--- src/rtl/offset_pkg.sv ---
// Shared types and helpers for the address-offset encoder and its matching decoder.
package offset_pkg;

    typedef enum logic [1:0] {
        IDLE,
        SHORT,
        ESC,
        CHUNK
    } offset_state_e;

    // Reserved escape code: the most negative value of a width-bit signed beat.
    function automatic int offset_esc(input int width);
        return 1 << (width - 1);
    endfunction

    function automatic int offset_num_chunks(input int addr_w, input int off_w);
        return (addr_w + off_w - 1) / off_w;
    endfunction

endpackage

--- src/rtl/offset_fit.sv ---
// Decides whether an address delta fits in one signed short beat (escape code excluded).
module offset_fit
    import offset_pkg::*;
#(
    parameter int ADDR_WIDTH   = 32,
    parameter int OFFSET_WIDTH = 12
) (
    input  logic [ADDR_WIDTH-1:0]   delta,
    output logic                    fit,
    output logic [OFFSET_WIDTH-1:0] beat
);

    localparam logic [OFFSET_WIDTH-1:0] ESC_BEAT = OFFSET_WIDTH'(offset_esc(OFFSET_WIDTH));

    // Sign bit of the short beat plus every bit above it must agree.
    logic [ADDR_WIDTH-OFFSET_WIDTH:0] top;

    assign top  = delta[ADDR_WIDTH-1:OFFSET_WIDTH-1];
    assign beat = delta[OFFSET_WIDTH-1:0];
    assign fit  = ((&top) || !(|top)) && (beat != ESC_BEAT);

endmodule

--- src/rtl/offset_encoder.sv ---
// Streaming address-delta encoder: one short signed offset beat per address, or an
// escape beat followed by the full address in LSB-first chunks.
module offset_encoder
    import offset_pkg::*;
#(
    parameter int ADDR_WIDTH   = 32,
    parameter int OFFSET_WIDTH = 12
) (
    input  logic                    clk,
    input  logic                    rst_n,
    input  logic [ADDR_WIDTH-1:0]   in_addr,
    input  logic                    in_clear,
    input  logic                    in_valid,
    output logic                    in_ready,
    output logic [OFFSET_WIDTH-1:0] out_data,
    output logic                    out_last,
    output logic                    out_valid,
    input  logic                    out_ready
);

    localparam int NUM_CHUNKS = offset_num_chunks(ADDR_WIDTH, OFFSET_WIDTH);
    localparam int PAD_WIDTH  = NUM_CHUNKS * OFFSET_WIDTH;
    localparam int CW         = (NUM_CHUNKS > 1) ? $clog2(NUM_CHUNKS) : 1;
    localparam logic [CW-1:0] LAST_CNT = CW'(NUM_CHUNKS - 1);
    localparam logic [OFFSET_WIDTH-1:0] ESC_BEAT = OFFSET_WIDTH'(offset_esc(OFFSET_WIDTH));

    offset_state_e           state_q, state_d;
    logic [CW-1:0]           cnt_q, cnt_d;
    logic [ADDR_WIDTH-1:0]   ref_q, ref_d;
    logic [PAD_WIDTH-1:0]    addr_q, addr_d;
    logic [OFFSET_WIDTH-1:0] data_q, data_d;
    logic                    last_q, last_d;

    logic [ADDR_WIDTH-1:0]   base;
    logic [ADDR_WIDTH-1:0]   delta;
    logic                    fit;
    logic [OFFSET_WIDTH-1:0] short_beat;
    logic                    accept;
    logic                    handshake;

    assign base  = in_clear ? '0 : ref_q;
    assign delta = in_addr - base;

    offset_fit #(
        .ADDR_WIDTH  (ADDR_WIDTH),
        .OFFSET_WIDTH(OFFSET_WIDTH)
    ) u_fit (
        .delta(delta),
        .fit  (fit),
        .beat (short_beat)
    );

    assign out_valid = (state_q != IDLE);
    assign out_data  = data_q;
    assign out_last  = last_q;
    assign handshake = out_valid && out_ready;
    // Finishing the last beat of a token frees the slot in the same cycle.
    assign in_ready  = (state_q == IDLE) || (handshake && last_q);
    assign accept    = in_valid && in_ready;

    always_comb begin
        // NOTE: every next-state signal gets a default first, so no path infers a latch.
        state_d = state_q;
        cnt_d   = cnt_q;
        ref_d   = ref_q;
        addr_d  = addr_q;
        data_d  = data_q;
        last_d  = last_q;

        if (handshake) begin
            case (state_q)
                SHORT: begin
                    state_d = IDLE;
                    data_d  = '0;
                    last_d  = 1'b0;
                end
                ESC: begin
                    state_d = CHUNK;
                    cnt_d   = '0;
                    data_d  = addr_q[OFFSET_WIDTH-1:0];
                    last_d  = (NUM_CHUNKS == 1);
                end
                CHUNK: begin
                    if (cnt_q == LAST_CNT) begin
                        state_d = IDLE;
                        cnt_d   = '0;
                        data_d  = '0;
                        last_d  = 1'b0;
                    end else begin
                        cnt_d  = cnt_q + CW'(1);
                        addr_d = addr_q >> OFFSET_WIDTH;
                        data_d = addr_d[OFFSET_WIDTH-1:0];
                        last_d = (cnt_d == LAST_CNT);
                    end
                end
                default: ;
            endcase
        end

        // An accept only happens when the slot is free, so it overrides the drain above.
        if (accept) begin
            ref_d = in_addr;
            cnt_d = '0;
            if (fit) begin
                state_d = SHORT;
                data_d  = short_beat;
                last_d  = 1'b1;
            end else begin
                state_d = ESC;
                data_d  = ESC_BEAT;
                last_d  = 1'b0;
                addr_d  = PAD_WIDTH'(in_addr);
            end
        end
    end

    always_ff @(posedge clk or negedge rst_n) begin
        if (!rst_n) begin
            state_q <= IDLE;
            cnt_q   <= '0;
            ref_q   <= '0;
            addr_q  <= '0;
            data_q  <= '0;
            last_q  <= 1'b0;
        end else begin
            // NOTE: non-blocking assignments so every register updates from pre-edge values.
            state_q <= state_d;
            cnt_q   <= cnt_d;
            ref_q   <= ref_d;
            addr_q  <= addr_d;
            data_q  <= data_d;
            last_q  <= last_d;
        end
    end

endmodule

--- config.mk ---
export PLATFORM = sky130hd
export DESIGN_NAME = offset_encoder
export DESIGN_NICKNAME = d
export VERILOG_FILES = /design/src/rtl/offset_pkg.sv /design/src/rtl/offset_fit.sv /design/src/rtl/offset_encoder.sv
export SDC_FILE = /design/constraint.sdc
export NUM_CORES = 1
export LEC_CHECK = 0
export ABC_AREA = 1
export CAP_MARGIN = 20
export CORE_UTILIZATION = 40
export CTS_BUF_LIST = sky130_fd_sc_hd__clkbuf_16
export DETAILED_ROUTE_END_ITERATION = 8
export PLACE_DENSITY_LB_ADDON = 0.12
export SYNTH_ARGS = -nofsm -noshare
export SYNTH_HDL_FRONTEND = slang
export SYNTH_SLANG_ARGS = --single-unit
--- constraint.sdc ---
create_clock -name clk -period 3.2 [get_ports clk]
set_input_delay 0.8 -clock clk [delete_from_list [all_inputs] [get_ports clk]]
set_output_delay 0.8 -clock clk [all_outputs]
set_load 0.1 [all_outputs]
======== Word level (Yosys, flattened, before mapping) ========
Cells that the tools add are included.
word-level totals
  bits in registers ....................... 85
  output and inout bits ................... 15
  word-level logic and storage cells ...... 60
cells by class
  $add $sub $neg .......................... 2
  eq/ne operators ......................... 7
  muxes and demuxes ....................... 25
  reductions and logical operators ........ 20
operator list
  kind                                                                    count
  36-bit two-way mux                                                      5
  12-bit two-way mux                                                      4
  12-bit one-hot mux with 3 select lines                                  1
  32-bit two-way mux                                                      1
  32-bit subtractor                                                       1
  21-bit AND reduction                                                    1
  21-bit OR reduction                                                     1
  2-bit two-way mux                                                       7
  12-bit != test (second input constant)                                  1
  2-bit equality test (second input constant)                             4
  2-bit one-hot mux with 3 select lines                                   1
  2-bit AND reduction                                                     3
  3-bit nonzero test                                                      2
  1-bit logical AND                                                       4
  1-bit two-way mux                                                       4
  2-bit one-hot mux with 2 select lines                                   1
  2-bit nonzero test                                                      2
  4-bit nonzero test                                                      1
  3-bit != test (second input constant)                                   1
  3-bit AND reduction                                                     1
  2-bit by 1-bit adder with 2-bit output (second input constant)          1
  2-bit by 1-bit equality test with 1-bit output (second input constant)  1
  2-bit zero test                                                         1
  1-bit logical OR                                                        2
  3 further kinds                                                         3

======== Longest topological paths before layout ========
  depth after elaboration ................. 8
  depth in mapped cells ................... 25
  mapped depth without buffers ............ 23

======== Hierarchy ========
A second synthesis with hierarchy kept.
second synthesis, totals
  cells, all modules ...................... 1043
  area total of the unflattened synthesis .. 6580.1 um2
modules (own cells, without submodules)
  module          instances  cells each  area each (um2)  sequential area each (um2)
  offset_encoder  1          979         6276.0           2127.0
  offset_fit      1          64          304.0            0.0

======== Worst setup path after synthesis ========
OpenSTA, ideal clock, no wires.
  path type ............................... register to register
  start point ............................. reg state_q[0]
  end point ............................... reg data_q[10], in the netlist out_data[10]
  arrival time ............................ 3218 ps
  setup slack ............................. -142 ps
  stages on the path, launching flop included .. 11
  path through ............................ dfrtp_1 inv_1 ha_1 inv_1 nand2_1 nand2_1 inv_1 clkbuf_1 buf_1 nand4_1 a21oi_1
on the way
  cells in the longest elaborated chain, start to end .. 7
  elaborated cells between the ends (all ways) .. 15
RTL lines
  element                                                                    line                   source
  from (decl)                                                                offset_encoder.sv:27   offset_state_e state_q, state_d;
  from (signal assigned)                                                     offset_encoder.sv:127  state_q <= state_d;
  2-bit nonzero test *                                                       offset_encoder.sv:53   assign out_valid = (state_q != IDLE);
  named net out_valid                                                        offset_encoder.sv:17   output logic out_valid,
  1-bit logical AND *                                                        offset_encoder.sv:56   assign handshake = out_valid && out_ready;
  1-bit logical AND *                                                        offset_encoder.sv:58   assign in_ready = (state_q == IDLE) || (handshake && last_q);
  1-bit logical OR *                                                         offset_encoder.sv:58
  named net in_ready                                                         offset_encoder.sv:14   output logic in_ready,
  1-bit logical AND *                                                        offset_encoder.sv:59   assign accept = in_valid && in_ready;
  4-bit nonzero test (no source line) or 2-bit nonzero test (tied branches)  -
  2-bit AND reduction (no source line)                                       -
  to (signal assigned)                                                       offset_encoder.sv:131  data_q <= data_d;
  to (decl)                                                                  offset_encoder.sv:31   logic [OFFSET_WIDTH-1:0] data_q, data_d;
The timed path passes the listed nets; every way through them passes the cells marked *. The select of a mux whose other input is x is not followed.
A chain may end at the register's enable or synchronous reset.

======== Worst setup path after layout ========
  start point ............................. in in_clear
  end point ............................... reg data_q[11], in the netlist out_data[11]
on the way
  cells in the longest elaborated chain, start to end .. 8
  elaborated cells between the ends (all ways) .. 10
RTL lines
  element               line                   source
  from (decl)           offset_encoder.sv:12   input logic in_clear,
  32-bit two-way mux *  offset_encoder.sv:41   assign base = in_clear ? '0 : ref_q;
  32-bit subtractor *   offset_encoder.sv:42   assign delta = in_addr - base;
  21-bit OR reduction   offset_fit.sv:20       assign fit = ((&top) || !(|top)) && (beat != ESC_BEAT);
  1-bit zero test       offset_fit.sv:20
  1-bit logical OR      offset_fit.sv:20
  1-bit logical AND     offset_fit.sv:20
  12-bit two-way mux *  offset_encoder.sv:104  if (fit) begin
  12-bit two-way mux *  offset_encoder.sv:101  if (accept) begin
Mark *: on every way between the ends. The rest lies on a longest branch, timed or not.

==> flow_metrics.env <==
export IMPL_parity_gate_share_of_the_synthesized_area_counting_xor_and_xnor_cells_pct=1.21
export IMPL_ant_nets_after_route=0
export IMPL_chipHeight_um=136
export IMPL_critical_path_peak_fanout=13
export IMPL_instances_no_fill=1639
export IMPL_detailedRoute_firstIterationViolations=554
export IMPL_dpl_cell_area_um2=8960
export IMPL_cp_end_kind="flip-flop"
export IMPL_critPathKind="in -> reg"
export IMPL_clock_sinks=85
export IMPL_grt_total_usage_pct=27.3
export IMPL_unrepaired_setup_endpoints_after_global_routing="yes"
export IMPL_post_synth_and_or_nand_nor_area_fraction_pct=40.1
export IMPL_clock_power_share_pct=11.9
export IMPL_upper_clock_frequency_limit_mhz=303
export IMPL_post_place_cells=1586
export IMPL_synth_seq_area_share_pct=29.5
export IMPL_clock_latency_ps=340
export IMPL_required_time_at_the_endpoint_of_the_critical_path_ps=3430
export IMPL_hold_path_class="in -> async"
export IMPL_layout_drive_gt1_share_pct=31.9
export IMPL_grt_antenna_before_repair=0
export IMPL_yosys_warnings=0
export IMPL_die_area_um2=18600
export IMPL_timing_clock_skew_ps=7.61
export IMPL_detailedPlace_worstSlack_ps=-968
export IMPL_critical_path_max_stage_delay_ps=310
export IMPL_max_clock_path_buffers=2
export IMPL_synth_area_in_compound_gates_pct=8.65
export IMPL_switching_fraction_pct=49.8
export IMPL_diodes=0
export IMPL_finalHoldViolCount=0
export IMPL_total_power_divided_by_cell_area_nw_per_um2=807
export IMPL_static_leakage_power_nw=5.85
export IMPL_timing_setup_tns_ps=-2270
export IMPL_first_global_vias=7629
export IMPL_synth_nets=1272
export IMPL_relSlewSlack_pct=49.6
export IMPL_post_synth_instance_area_um2=7220
export IMPL_synth_mux_area_share_pct=0.139
export IMPL_total_power_mw=8.85
export IMPL_worst_path_setup_slack_after_routing_ps=-102
export IMPL_seq_power_share_pct=21.1
export IMPL_post_synthesis_register_bit_count=85
export IMPL_dominant_combinational_cell_family_by_area_after_synthesis="simple AND/OR/NAND/NOR gates"
export IMPL_worst_slew_pin_transition_ps=756
export IMPL_netlist_instances=1199
export IMPL_cp_cell_sequence="buf_8, clkinv_8, buf_12, buf_16, nand2_4, ha_4, nand2_4, nor2_4, and2_4, nand2_4, nand2_4, buf_6, nand2_1, nand2_1, nand2_1, nor2_1, nand3_1, nor2_1, nand3_1, nand2_4, buf_12, nand4_1, nand2_1, nand2_1"
export IMPL_cts_reportedPaths_clkPinSlew_ps=60
export IMPL_grt_total_ovfl=0
export IMPL_yosys_area_share_adder_pct=6.34
export IMPL_place_detailed_hpwl_mm=18.0
export IMPL_syn_to_layout_area_delta_pct=51.9
export IMPL_viasPerCell=4.97
export IMPL_power_net_switching_mw=4.41
export IMPL_combinationalPowerShare_pct=67.0
export IMPL_failed_checks="negative setup slack"
export IMPL_postSynthAreaPerCell_um2=6.02
export IMPL_remaining_drc_errors=0
export IMPL_nNetsFinal=1482
export IMPL_row_count=48
export IMPL_cts_tree="yes"
export IMPL_gp_routability_congestion=0.902
export IMPL_quantity_of_hold_fixing_buffers_added_after_cts=0
export IMPL_grt_pass1_wl_mm=39.0
export IMPL_port_buffer_count=51
export IMPL_drv_slew=0
export IMPL_critPathArrivalTime_ps=3540
export IMPL_internal_power_mw=4.44
export IMPL_finalCriticalPeriod_ps=3300
export IMPL_design_area_final_um2=11000
export IMPL_cts_made_buffers=9
export IMPL_timing_final_setup_violations=47
export IMPL_max_cap_viols=0
export IMPL_grt_start_max_net_pins=69
export IMPL_power_ir_vdd_worst_v=0.000888
export IMPL_run_status="finished, violations left"
export IMPL_cts_root_buf="sky130_fd_sc_hd__clkbuf_16"
export IMPL_avgRoutedWirePerCell_um=15.2
export IMPL_number_of_inserted_filler_cells_in_the_final_layout=1600
export IMPL_floorplan_io_pins=52
export IMPL_clock_tree_htree_level_count=3
export IMPL_post_route_period_util_pct=103
export IMPL_first_pass_iters=5
export IMPL_num_vias=8151
export IMPL_start_util_pct=41.3
export IMPL_routed_wirelength_mm=25.0
export IMPL_synthDistinctLibCells=36
export IMPL_crit_path_top_delay_cell="sky130_fd_sc_hd__ha_4"
export IMPL_placeableCoreArea_um2=17500
export IMPL_die_width_um=136
export IMPL_cp_start_kind="primary input"
-- cells in the final DEF, fill, tap and decap left out, types with 3 or more instances in the layout --
| cell type | Yosys | final |
|---|---|---|
| sky130_fd_sc_hd__nand2_1 | 436 | 343 |
| sky130_fd_sc_hd__inv_1 | 224 | 211 |
| sky130_fd_sc_hd__buf_4 | 1 | 167 |
| sky130_fd_sc_hd__dfrtp_1 | 85 | 85 |
| sky130_fd_sc_hd__nand2_2 | 10 | 77 |
| sky130_fd_sc_hd__nand3_1 | 111 | 75 |
| sky130_fd_sc_hd__o21ai_0 | 69 | 68 |
| sky130_fd_sc_hd__nor2_1 | 81 | 56 |
| sky130_fd_sc_hd__nand2_4 | 1 | 30 |
| sky130_fd_sc_hd__nand3_2 | 0 | 27 |
| sky130_fd_sc_hd__ha_4 | 0 | 26 |
| sky130_fd_sc_hd__nand4_1 | 24 | 24 |
| sky130_fd_sc_hd__dlygate4sd2_1 | 0 | 22 |
| sky130_fd_sc_hd__a21oi_1 | 33 | 20 |
| sky130_fd_sc_hd__nor2_4 | 3 | 17 |
| sky130_fd_sc_hd__inv_2 | 3 | 16 |
| sky130_fd_sc_hd__nor2_2 | 4 | 15 |
| sky130_fd_sc_hd__o22ai_1 | 12 | 12 |
| sky130_fd_sc_hd__a21oi_2 | 1 | 11 |
| sky130_fd_sc_hd__buf_12 | 0 | 11 |
| sky130_fd_sc_hd__clkbuf_16 | 0 | 10 |
| sky130_fd_sc_hd__nand3_4 | 0 | 9 |
| sky130_fd_sc_hd__clkdlybuf4s50_1 | 0 | 9 |
| sky130_fd_sc_hd__ha_1 | 35 | 8 |
| sky130_fd_sc_hd__xor2_1 | 7 | 7 |
| sky130_fd_sc_hd__nand2_8 | 1 | 7 |
| sky130_fd_sc_hd__buf_6 | 3 | 7 |
| sky130_fd_sc_hd__nor3_1 | 6 | 4 |
| sky130_fd_sc_hd__a21oi_4 | 0 | 3 |
| sky130_fd_sc_hd__nand3b_1 | 3 | 3 |
| sky130_fd_sc_hd__xnor2_1 | 3 | 3 |
| sky130_fd_sc_hd__buf_16 | 0 | 3 |
| sky130_fd_sc_hd__dlymetal6s2s_1 | 0 | 3 |
-- final timing paths --
kind	startpoint	to	cells after the start	slack (ps)
min in group clk	out_data[11]$_DFFE_PN0P_	out_data[11]$_DFFE_PN0P_	2	490
max in group asynchronous	rst_n	ref_q[19]$_DFFE_PN0P_	2	2050
min	rst_n	addr_q[0]$_DFF_PN0_	1	450
max	in_clear	out_data[11]$_DFFE_PN0P_	24	-100
max reg2reg	ref_q[0]$_DFFE_PN0P_	out_data[11]$_DFFE_PN0P_	22	180
min reg2reg	out_data[11]$_DFFE_PN0P_	out_data[11]$_DFFE_PN0P_	2	490
-- critical path: cells and delay by family --
kind          cells  cell delay (ps)
fa+ha+maj         1              310
buf+inv           6              690
simple gates     17             1740
-- routing by layer --
metal  vias up  share of wire [%]  track usage, %
li1       4155                  -               -
met1      3749                 47            37.6
met2       212                 46            44.7
met3        35                4.7            3.65
met4         0                2.0            6.91
met5         -                  0               0
-- area by class of cell --
type	instances	area, um^2	area share [%]
clock buffers	9	225	2.05
clock inverters	7	75.1	0.684
inverters	228	868	7.92
multi-input cells	861	5400	49.2
flip-flops and latches	85	2130	19.4
well taps	225	282	2.57
repair buffers	224	2000	18.2
-- timing repair --
action | CTS | global route
buffers inserted | 22 | 2
gates resized for setup | 243 | 87
cloned | 9 | 5
pin swaps | 63 | 59
setup endpoints to repair | 51 | 51
-- flip-flops by register name (all words and copies together), names as in the netlist --
register,flops
state_q,2
addr_q,36
out_last,1
ref_q,32
out_data,12
cnt_q,2
-- synth_stat cells --
cell type | number | share of area [%]
sky130_fd_sc_hd__ha_1 | 35 | 6.1
sky130_fd_sc_hd__clkinv_1 | 1 | 0.052
sky130_fd_sc_hd__xor2_1 | 7 | 0.85
sky130_fd_sc_hd__nor2_1 | 81 | 4.2
sky130_fd_sc_hd__nand2_8 | 1 | 0.28
sky130_fd_sc_hd__nand2_4 | 1 | 0.16
sky130_fd_sc_hd__a21oi_2 | 1 | 0.12
sky130_fd_sc_hd__nand3_1 | 111 | 7.7
sky130_fd_sc_hd__buf_2 | 3 | 0.21
sky130_fd_sc_hd__o211ai_1 | 2 | 0.21
sky130_fd_sc_hd__fa_1 | 1 | 0.28
sky130_fd_sc_hd__inv_2 | 3 | 0.16
sky130_fd_sc_hd__nand4_1 | 24 | 2.1
sky130_fd_sc_hd__nand3b_2 | 1 | 0.16
sky130_fd_sc_hd__mux2i_1 | 1 | 0.14
sky130_fd_sc_hd__o21ai_0 | 69 | 4.8
sky130_fd_sc_hd__o22ai_1 | 12 | 1.0
sky130_fd_sc_hd__inv_1 | 224 | 12
sky130_fd_sc_hd__xnor2_1 | 3 | 0.36
sky130_fd_sc_hd__nor4_1 | 1 | 0.087
sky130_fd_sc_hd__or2_1 | 1 | 0.087
sky130_fd_sc_hd__nor3_2 | 1 | 0.14
sky130_fd_sc_hd__nor3_1 | 6 | 0.42
sky130_fd_sc_hd__a21oi_1 | 33 | 2.3
sky130_fd_sc_hd__nor2_4 | 3 | 0.47
sky130_fd_sc_hd__clkbuf_1 | 23 | 1.2
sky130_fd_sc_hd__and2_1 | 2 | 0.17
sky130_fd_sc_hd__buf_6 | 3 | 0.47
sky130_fd_sc_hd__nor2_2 | 4 | 0.35
sky130_fd_sc_hd__buf_4 | 1 | 0.10
sky130_fd_sc_hd__buf_1 | 4 | 0.21
sky130_fd_sc_hd__nand2_1 | 436 | 23
sky130_fd_sc_hd__nand2_2 | 10 | 0.87
sky130_fd_sc_hd__dfrtp_1 | 85 | 29
sky130_fd_sc_hd__nand3b_1 | 3 | 0.31
sky130_fd_sc_hd__o21bai_1 | 2 | 0.21
-- per-stage QoR --
stage / hold slack [ps] / util (%)
CTS: 466 / 60.5
floorplan: 449 / -
finish: 448 / 62.8
global route: 482 / 62.8
global placement: 468 / 51.3
detailed placement: 473 / 51.3
-- cells by family (layout without fill, tap and decap cells) --
logic type	count (synthesis)	after routing
compound gates	119	119
flops	85	85
simple gates	686	695
buf+inv	262	468
fa+ha+maj	36	36
xor+xnor	10	10
mux	1	1
-- power groups by stage --
stage | clock [mW] | combinational (mW) | sequential, mW
after floorplan | 0 | 2.75 | 2.32
after global placement | 0 | 4.87 | 1.84
after detailed placement | 0 | 4.90 | 1.85
after CTS | 1.07 | 5.62 | 1.86
after global routing | 1.13 | 6.50 | 1.91
final | 1.06 | 5.93 | 1.87
Power figures use the tool's default switching activity.
==> edit, RTL diff (same settings) <==
`OFFSET_WIDTH` is set to 12 in 2 places; all go to 6.
--- a/src/rtl/offset_fit.sv
+++ b/src/rtl/offset_fit.sv
@@ -5,3 +5,3 @@
     parameter int ADDR_WIDTH   = 32,
-    parameter int OFFSET_WIDTH = 12
+    parameter int OFFSET_WIDTH = 6
 ) (
--- a/src/rtl/offset_encoder.sv
+++ b/src/rtl/offset_encoder.sv
@@ -6,3 +6,3 @@
     parameter int ADDR_WIDTH   = 32,
-    parameter int OFFSET_WIDTH = 12
+    parameter int OFFSET_WIDTH = 6
 ) (
Interface: changed (resized out_data); port bits go from 52 to 46. No check against the original RTL was run, so the function may have changed too.
==> edit against the unedited design <==
- the run ends with DRC, setup timing left
- clock skew down 1.5 ps
- cell area down 1.8%
- synthesized area fell by 2.9%
- worst setup slack worse by 42 ps
- fmax is 1.2% lower
- first-iteration DRC count shrank 14%
- synthesized cell count down 3.9%
- sequential cell count decreased by 5
- power fell by 5.4%
- wire length is 7.1% lower
- global-route usage fell by 0.90 points
- sequential power fell by 6%
- critical endpoint is now addr_q[18]$_DFF_PN0_
- largest power group unchanged
==> edit: results <==
[pwr]
vdd_drop_max_v = 0.000518
switching_power_mw = 4.02
p_clk_frac = 0.128
p_leak_nw = 5.62
sequentialPowerShare = 0.210

[place]
post_dp_cell_area_sq_um = 8790
dp.cells = 1523
place.port_buffers = 45
place.gp.congestion = 0.857
place_hpwl_um = 16800

[yosys]
synth_cell_type_count = 41
synth.yosys.seq_area_share = 0.286
synthTopCellsByArea = dfrtp_1 29%, nand2_1 23%, inv_1 11%
syn_nets = 1224
avgSynthCellArea_sq_um = 6.08
synth_ff_type = dfrtp_1
synth_common_cells = 432 x nand2_1, 204 x inv_1, 113 x nand3_1

[routing]
num_vias = 7734
antenna_left = 0
dr.pass1.iters = 7
wl_met3_um = 645
vias_per_cell = 4.93
wl_um = 23200
dr_wl_met2_um = 11700
drc = 1
drt-met1-wl_um = 10600
drt_iter0_drc = 478

[global_route]
grt_usage = 0.264
grtUsageMet1 = 0.346
grt_pass1_vias = 7536
met2_usage = 0.460
grt_first_pass_wirelength_um = 37400
grt_max_degree = 53
grt_antenna_before_repair = 0
grtUsageMet3 = 0.0317

[clock_tree]
cts_setup_buffers = 13
cts_hold_buf = 0
clk_pin_slew_worst_paths_ps = 60
cts-htree-levels = 3
cts_made_buffers = 9
post_cts_resize_count = 218

[cells_and_area]
drive_gt1_frac = 0.349
fin_nets = 1411
largest_reg_flops = 36
diodes = 0

[status]
status = finished, violations left
violations = DRC, setup timing

[critical_path]
slowest_delay_ps = 320
cp_data_arrival_time_ps = 3570
cp_slowest_cell = ha_4
crit_fanout = 7

[timing]
setup_ws_ps = -144
clock_skew_ps = 6.06
setup_viol = 42
max_slew_margin = 0.524
finalSetupTns_ps = -3320

[worst_hold_path]
min_path_type = reg -> reg
edit: logic make-up (layout without fill, tap and decap cells):
logic type | Yosys count | count (layout) | share of synthesized area
and+or+nand+nor | 666 | 673 | 0.402
muxes | 20 | 20 | 0.0286
adders and majority gates | 35 | 35 | 0.0635
buffers and inverters | 242 | 426 | 0.133
DFF | 80 | 80 | 0.286
AOI/OAI and AO/OA | 100 | 100 | 0.0759
xor gates and xnor gates | 9 | 9 | 0.0112
edit: worst paths after layout:
| check | start | endpoint | slack (ps) | cells past startpoint |
|---|---|---|---|---|
| worst max-delay path | in_clear | addr_q[18]$_DFF_PN0_ | -140 | 27 |
| worst min-delay path | ref_q[8]$_DFFE_PN0P_ | ref_q[8]$_DFFE_PN0P_ | 490 | 2 |
| worst max register to register | ref_q[0]$_DFFE_PN0P_ | addr_q[18]$_DFF_PN0_ | 190 | 25 |
| worst min register to register | ref_q[8]$_DFFE_PN0P_ | ref_q[8]$_DFFE_PN0P_ | 490 | 2 |
| max in group asynchronous | rst_n | addr_q[2]$_DFF_PN0_ | 2040 | 2 |
| min in group asynchronous | rst_n | addr_q[30]$_DFF_PN0_ | 510 | 1 |
edit: metrics by stage:
stage | setup slack [ps] | total power [mW]
after floorplan | 1.57 | 4.73
after global placement | -890 | 6.15
after detailed placement | -919 | 6.21
after CTS | -46.3 | 7.87
after global routing | -293 | 9.03
final | -144 | 8.37
edit: final cells by class:
class	instances	area [sq um]
fill	1579	6410
multi-input combinational	837	5580
sequential	80	2000
timing repair buffer	194	1770
inverter	217	825
tap	225	282
clock buffer	9	225
clock inverter	6	76.3
edit: critical path, delay by kind of cell:
kind                       cells  cell delay [ps]
adders and majority gates      1              320
buffers and inverters          8              820
and+or+nand+nor               18             1620
